<file path="config.mk">
export PLATFORM = sky130hd
export DESIGN_NAME = l2_pmem_adaptor_flat
export DESIGN_NICKNAME = d
export VERILOG_FILES = /design/src/rtl/l2_pmem_adaptor_if.sv /design/src/rtl/l2_pmem_adaptor.sv /design/src/flat_wrapper.sv
export SDC_FILE = /design/constraint.sdc
export NUM_CORES = 1
export LEC_CHECK = 0
export ABC_AREA = 1
export CORE_AREA = 2 2 279 281
export CTS_CLUSTER_SIZE = 16
export DETAILED_ROUTE_END_ITERATION = 10
export DIE_AREA = 0 0 281 283
export DONT_BUFFER_PORTS = 1
export PLACE_DENSITY = 0.51
export SLEW_MARGIN = 15
export SYNTH_ARGS = -nofsm -noshare
export SYNTH_HDL_FRONTEND = slang
export SYNTH_SLANG_ARGS = --single-unit
</file>
<file path="constraint.sdc">
create_clock -name clk -period 3.15 [get_ports clk]
set_input_delay 0.63 -clock clk [delete_from_list [all_inputs] [get_ports clk]]
set_output_delay 0.63 -clock clk [all_outputs]
set_load 0.1 [all_outputs]
</file>
<file path="src/rtl/l2_pmem_adaptor_if.sv">
// L2-side line port and physical-memory burst port of the L2/pmem adaptor.
// The adaptor takes the slave view; the L2 cache plus memory model take the master view.
interface l2_pmem_adaptor_if #(
    parameter int LINE_WIDTH  = 256,
    parameter int BURST_WIDTH = 64
);
    logic [31:0]            address_i;
    logic                   read_i;
    logic                   write_i;
    logic [LINE_WIDTH-1:0]  line_i;
    logic [LINE_WIDTH-1:0]  line_o;
    logic                   resp_o;
    logic [31:0]            address_o;
    logic                   read_o;
    logic                   write_o;
    logic [BURST_WIDTH-1:0] burst_o;
    logic [BURST_WIDTH-1:0] burst_i;
    logic                   resp_i;

    modport slave (
        input  address_i, read_i, write_i, line_i, burst_i, resp_i,
        output line_o, resp_o, address_o, read_o, write_o, burst_o
    );

    modport master (
        output address_i, read_i, write_i, line_i, burst_i, resp_i,
        input  line_o, resp_o, address_o, read_o, write_o, burst_o
    );
endinterface

</file>
<file path="src/rtl/l2_pmem_adaptor.sv">
// Splits L2 line fills/write-backs into BEATS memory bursts; resp_o pulses BEATS+1 edges after the request edge.
// Memory stalls by holding resp_i low (count and data hold); L2 holds its request until resp_o.
module l2_pmem_adaptor #(
    parameter int LINE_WIDTH  = 256,
    parameter int BURST_WIDTH = 64
) (
    input  logic             clk,
    input  logic             rst,
    l2_pmem_adaptor_if.slave bus
);
    localparam int              BEATS      = LINE_WIDTH / BURST_WIDTH;
    localparam int              CW         = (BEATS > 1) ? $clog2(BEATS) : 1;
    localparam int              LINE_BYTES = LINE_WIDTH / 8;
    localparam logic [31:0]     ADDR_MASK  = ~(32'(LINE_BYTES) - 32'd1);
    localparam logic [CW-1:0]   LAST_BEAT  = CW'(BEATS - 1);

    typedef enum logic [1:0] {
        S_IDLE  = 2'd0,
        S_READ  = 2'd1,
        S_WRITE = 2'd2,
        S_DONE  = 2'd3
    } state_e;

    state_e                              state_q, state_d;
    logic [CW-1:0]                       count_q, count_d;
    logic [31:0]                         addr_q, addr_d;
    logic [BEATS-1:0][BURST_WIDTH-1:0]   rbuf_q, rbuf_d;
    logic [BEATS-1:0][BURST_WIDTH-1:0]   wbuf_q, wbuf_d;

    always_ff @(posedge clk) begin
        if (rst) begin
            state_q <= S_IDLE;
            count_q <= '0;
            addr_q  <= '0;
            rbuf_q  <= '0;
            wbuf_q  <= '0;
        end else begin
            state_q <= state_d;
            count_q <= count_d;
            addr_q  <= addr_d;
            rbuf_q  <= rbuf_d;
            wbuf_q  <= wbuf_d;
        end
    end

    always_comb begin
        state_d = state_q;
        count_d = count_q;
        addr_d  = addr_q;
        rbuf_d  = rbuf_q;
        wbuf_d  = wbuf_q;
        case (state_q)
            S_IDLE: begin
                // Read has priority when L2 raises both requests together.
                if (bus.read_i) begin
                    state_d = S_READ;
                    addr_d  = bus.address_i & ADDR_MASK;
                    count_d = '0;
                end else if (bus.write_i) begin
                    state_d = S_WRITE;
                    addr_d  = bus.address_i & ADDR_MASK;
                    wbuf_d  = bus.line_i;
                    count_d = '0;
                end
            end
            S_READ: begin
                if (bus.resp_i) begin
                    rbuf_d[count_q] = bus.burst_i;
                    count_d         = count_q + CW'(1);
                    if (count_q == LAST_BEAT) begin
                        state_d = S_DONE;
                        count_d = '0;
                    end
                end
            end
            S_WRITE: begin
                if (bus.resp_i) begin
                    count_d = count_q + CW'(1);
                    if (count_q == LAST_BEAT) begin
                        state_d = S_DONE;
                        count_d = '0;
                    end
                end
            end
            S_DONE:  state_d = S_IDLE;
            default: state_d = S_IDLE;
        endcase
    end

    assign bus.read_o    = (state_q == S_READ);
    assign bus.write_o   = (state_q == S_WRITE);
    assign bus.resp_o    = (state_q == S_DONE);
    assign bus.address_o = addr_q;
    assign bus.line_o    = rbuf_q;
    assign bus.burst_o   = (state_q == S_WRITE) ? wbuf_q[count_q] : '0;
endmodule

</file>
<file path="src/flat_wrapper.sv">
// flat-port wrapper written by rule: the top's interface ports become plain ports
module l2_pmem_adaptor_flat 
#(
    parameter int LINE_WIDTH  = 256,
    parameter int BURST_WIDTH = 64
)
  (clk, rst, bus_address_i, bus_read_i, bus_write_i, bus_line_i, bus_burst_i, bus_resp_i, bus_line_o, bus_resp_o, bus_address_o, bus_read_o, bus_write_o, bus_burst_o);
  l2_pmem_adaptor_if #(.LINE_WIDTH(LINE_WIDTH), .BURST_WIDTH(BURST_WIDTH)) bus_i ();
  input  logic clk;
  input  logic rst;
  input wire logic [$bits(bus_i.address_i)-1:0] bus_address_i;
  input wire logic [$bits(bus_i.read_i)-1:0] bus_read_i;
  input wire logic [$bits(bus_i.write_i)-1:0] bus_write_i;
  input wire logic [$bits(bus_i.line_i)-1:0] bus_line_i;
  input wire logic [$bits(bus_i.burst_i)-1:0] bus_burst_i;
  input wire logic [$bits(bus_i.resp_i)-1:0] bus_resp_i;
  output wire logic [$bits(bus_i.line_o)-1:0] bus_line_o;
  output wire logic [$bits(bus_i.resp_o)-1:0] bus_resp_o;
  output wire logic [$bits(bus_i.address_o)-1:0] bus_address_o;
  output wire logic [$bits(bus_i.read_o)-1:0] bus_read_o;
  output wire logic [$bits(bus_i.write_o)-1:0] bus_write_o;
  output wire logic [$bits(bus_i.burst_o)-1:0] bus_burst_o;
  assign bus_i.address_i = bus_address_i;
  assign bus_i.read_i = bus_read_i;
  assign bus_i.write_i = bus_write_i;
  assign bus_i.line_i = bus_line_i;
  assign bus_i.burst_i = bus_burst_i;
  assign bus_i.resp_i = bus_resp_i;
  assign bus_line_o = bus_i.line_o;
  assign bus_resp_o = bus_i.resp_o;
  assign bus_address_o = bus_i.address_o;
  assign bus_read_o = bus_i.read_o;
  assign bus_write_o = bus_i.write_o;
  assign bus_burst_o = bus_i.burst_o;
  l2_pmem_adaptor #(.LINE_WIDTH(LINE_WIDTH), .BURST_WIDTH(BURST_WIDTH)) u_core (.clk(clk), .rst(rst), .bus(bus_i));
endmodule
</file>
==> run metrics <==
status=finished clean; worst hold endpoint=u_core.count_q[1]; Min Hold Slack=0.06925 ns; Total GRT Usage=about 17%; Hold WC Path Type=in2reg; CTS tree=done; Final Max Slew Viols=0; pre-CTS setup slack=0.5156 ns; antenna violations before repair=23; Avg Cell Area, Syn=7.698 sq um; maximum clock rate=0.3326 GHz; clk_lat worst skew=approximately 0.63 ns; Hold-fix buffers, CTS=0; RSZ-0062 raised after global routing=no; total power=23640 uW; sequential area share after synthesis=roughly half; placed cell count=approximately 3700; TritonCTS Buffers=60; FP Rows=102; startpoint types=flip-flop; Worst R2R Path Depth=7; via count=17670; worst r2r dst=u_core.bus.line_o[122]; slowest stage delay, CP=0.71 ns; buffers added on ports=0; Synth cell types=19; CP max stage cell=buf_4; Area Overhead vs Synth=21.67%; Final Non-Filler Cells=approximately 3800; Syn Inst Count=~2800; Root Buffer=clkbuf_16; die width=281 um; Initial DRC Count=around 1100; H-tree depth=2; Worst slew margin=between 20% and 30%; initial core utilization=27.78%; critical path, cell by cell=buf_4 -> a21oi_1 -> o21ai_0 -> a21oi_2 -> buf_12; DRC=0; first-pass GRT wire length=about 100000 um; Clock Sinks=543; worst setup path class=reg2out; fin area=25920 sq um; Lkg Pwr=0.008783 uW; fraction of layout cells with a size suffix above 1=10.67%; Setup WS post-layout=0.1431 ns; CP max FO=63; Mapped Area=21310 sq um; drt wl/cell=18.58 um; Min-Delay Path Depth=1; Worst Hold Launch=rst; Worst Path Arrival=roughly 2.4 ns; clock slew at reported path FFs=0.06 ns; Final Hold Viols=0; worst vdd ir=0.0006274 V; Ports=712; power per standard cell area=a little over 900 nW/um^2; Via density=around 4.6; post-synthesis register bit count=543; CTS Buffer Depth=3; min Tclk post-route=3.007 ns; dpl cell area=23790 sq um; Final period util=95.46%; Routed Wire Length=71160 um; DR pass1 iterations=5; detailed placement HPWL=50800 um; Critical Path Sink Type=primary output; flop-to-flop setup slack=0.76 ns; CP Data Required Time=~2.5 ns; routability cong.=0.8432; maxcap violations=0; DIE AREA=79520 sq um; number of global-route vias before repair=between 15000 and 20000; total gr overflow=0; YS warnings=0; final net count=about 3000; Worst R2R Start=u_core.count_q[1]; core area=roughly 77000 sq um; Worst-Margin Slew=1.106 ns; Clock Skew=0.01376 ns; largest net degree at the start of global routing=98; final setup vio count=0; Detail Route Antenna Nets=0; Chip Height=approximately 280 um
-- critical path, delay by kind of cell, from the launching register on --
family,cells,cell delay [ns]
AO/OA/AOI/OAI,3,0.40
flip-flops,1,0.38
buffers and inverters,2,0.89
-- synth_stat cells (all sizes together) --
library cell  number  area (sq um)
ha                 9         112.6
nand2             12         45.04
inv              525          1971
o21ai            670          3357
nor2              64         240.2
conb               1         3.750
a21oi            705          3528
clkbuf            70         269.0
buf              159         847.1
nand3             10         62.56
dfxtp            543         10870
-- report_power, final --
part	switching [uW]	internal, uW
combinational	3820	1700
sequential	3040	7770
clock	2960	4340
-- layout make-up --
class                      count  area (sq um)
sequential                   543         10880
clock inverter                17         230.2
fill                        8107         50780
timing repair buffer         119          1913
tap                         1040          1301
antenna                       15         37.54
multi-input combinational   1475          7736
clock buffer                  95          1844
inverter                     525          1983
-- stage by stage --
| stage | TNS (ns) | utilization, % |
|---|---|---|
| final | 0 | 33.80 |
| after detailed placement | 0 | 31.02 |
| after global routing | 0 | 33.80 |
| after CTS | 0 | 33.73 |
| after global placement | 0 | 31.02 |
| after floorplan | -0.3407 | - |
-- layout by cell type, fill, tap and decap left out, types with 2 or more instances in the layout --
| master | netlist | routed |
|---|---|---|
| inv_1 | 521 | 519 |
| buf_12 | 0 | 81 |
| dfxtp_1 | 543 | 541 |
| a21oi_1 | 705 | 640 |
| diode_2 | 0 | 15 |
| a21oi_2 | 0 | 55 |
| clkinv_2 | 0 | 7 |
| nand3_4 | 1 | 5 |
| inv_8 | 0 | 2 |
| dfxtp_4 | 0 | 2 |
| o21ai_1 | 143 | 143 |
| nor2_1 | 64 | 64 |
| clkbuf_8 | 0 | 20 |
| ha_1 | 9 | 8 |
| nand3_1 | 9 | 5 |
| bufinv_16 | 0 | 4 |
| conb_1 | 1 | 5 |
| nand2_1 | 12 | 12 |
| inv_16 | 0 | 2 |
| buf_4 | 10 | 37 |
| clkinvlp_4 | 0 | 2 |
| a21oi_4 | 0 | 10 |
| inv_4 | 0 | 2 |
| inv_2 | 4 | 3 |
| o21ai_0 | 526 | 526 |
| clkbuf_1 | 65 | 15 |
| clkbuf_16 | 0 | 61 |
-- repair_timing --
action / 4_1_cts / 5_1_grt
setup endpoints to repair: 1 / 3
buffers inserted: 0 / 1
gates resized for setup: 1 / 0
-- worst max path at each step --
stage                      start               to
2_1_floorplan  u_core.state_q[0]   bus_burst_o[0]
3_3_place_gp   u_core.count_q[0]  bus_burst_o[63]
3_5_place_dp   u_core.count_q[0]  bus_burst_o[63]
4_1_cts        u_core.count_q[0]  bus_burst_o[58]
5_1_grt        u_core.count_q[1]   bus_burst_o[6]
6_report       u_core.count_q[1]   bus_burst_o[8]
-- logic make-up after synthesis --
logic type	share of synthesized area, %
AOI/OAI and AO/OA	32.32
buffers and inverters	14.49
DFF	51.02
and+or+nand+nor	1.632
adders and majority gates	0.5285
other	0.01760
-- registers in the layout, summed over array words and instances (netlist names) --
register              flops
u_core.bus.address_o     27
u_core.bus.line_o       256
u_core.count_q            2
u_core.state_q            2
u_core.wbuf_q           256
-- metal layers --
metal	vias up	share of wire (%)	GRT usage, %
met5	-	0.076	0
met4	12	4.2	8.476
met3	158	7.5	5.038
met2	511	48	28.49
met1	7982	40	19.99
li1	9003	-	-
Power figures use the tool's default switching activity.
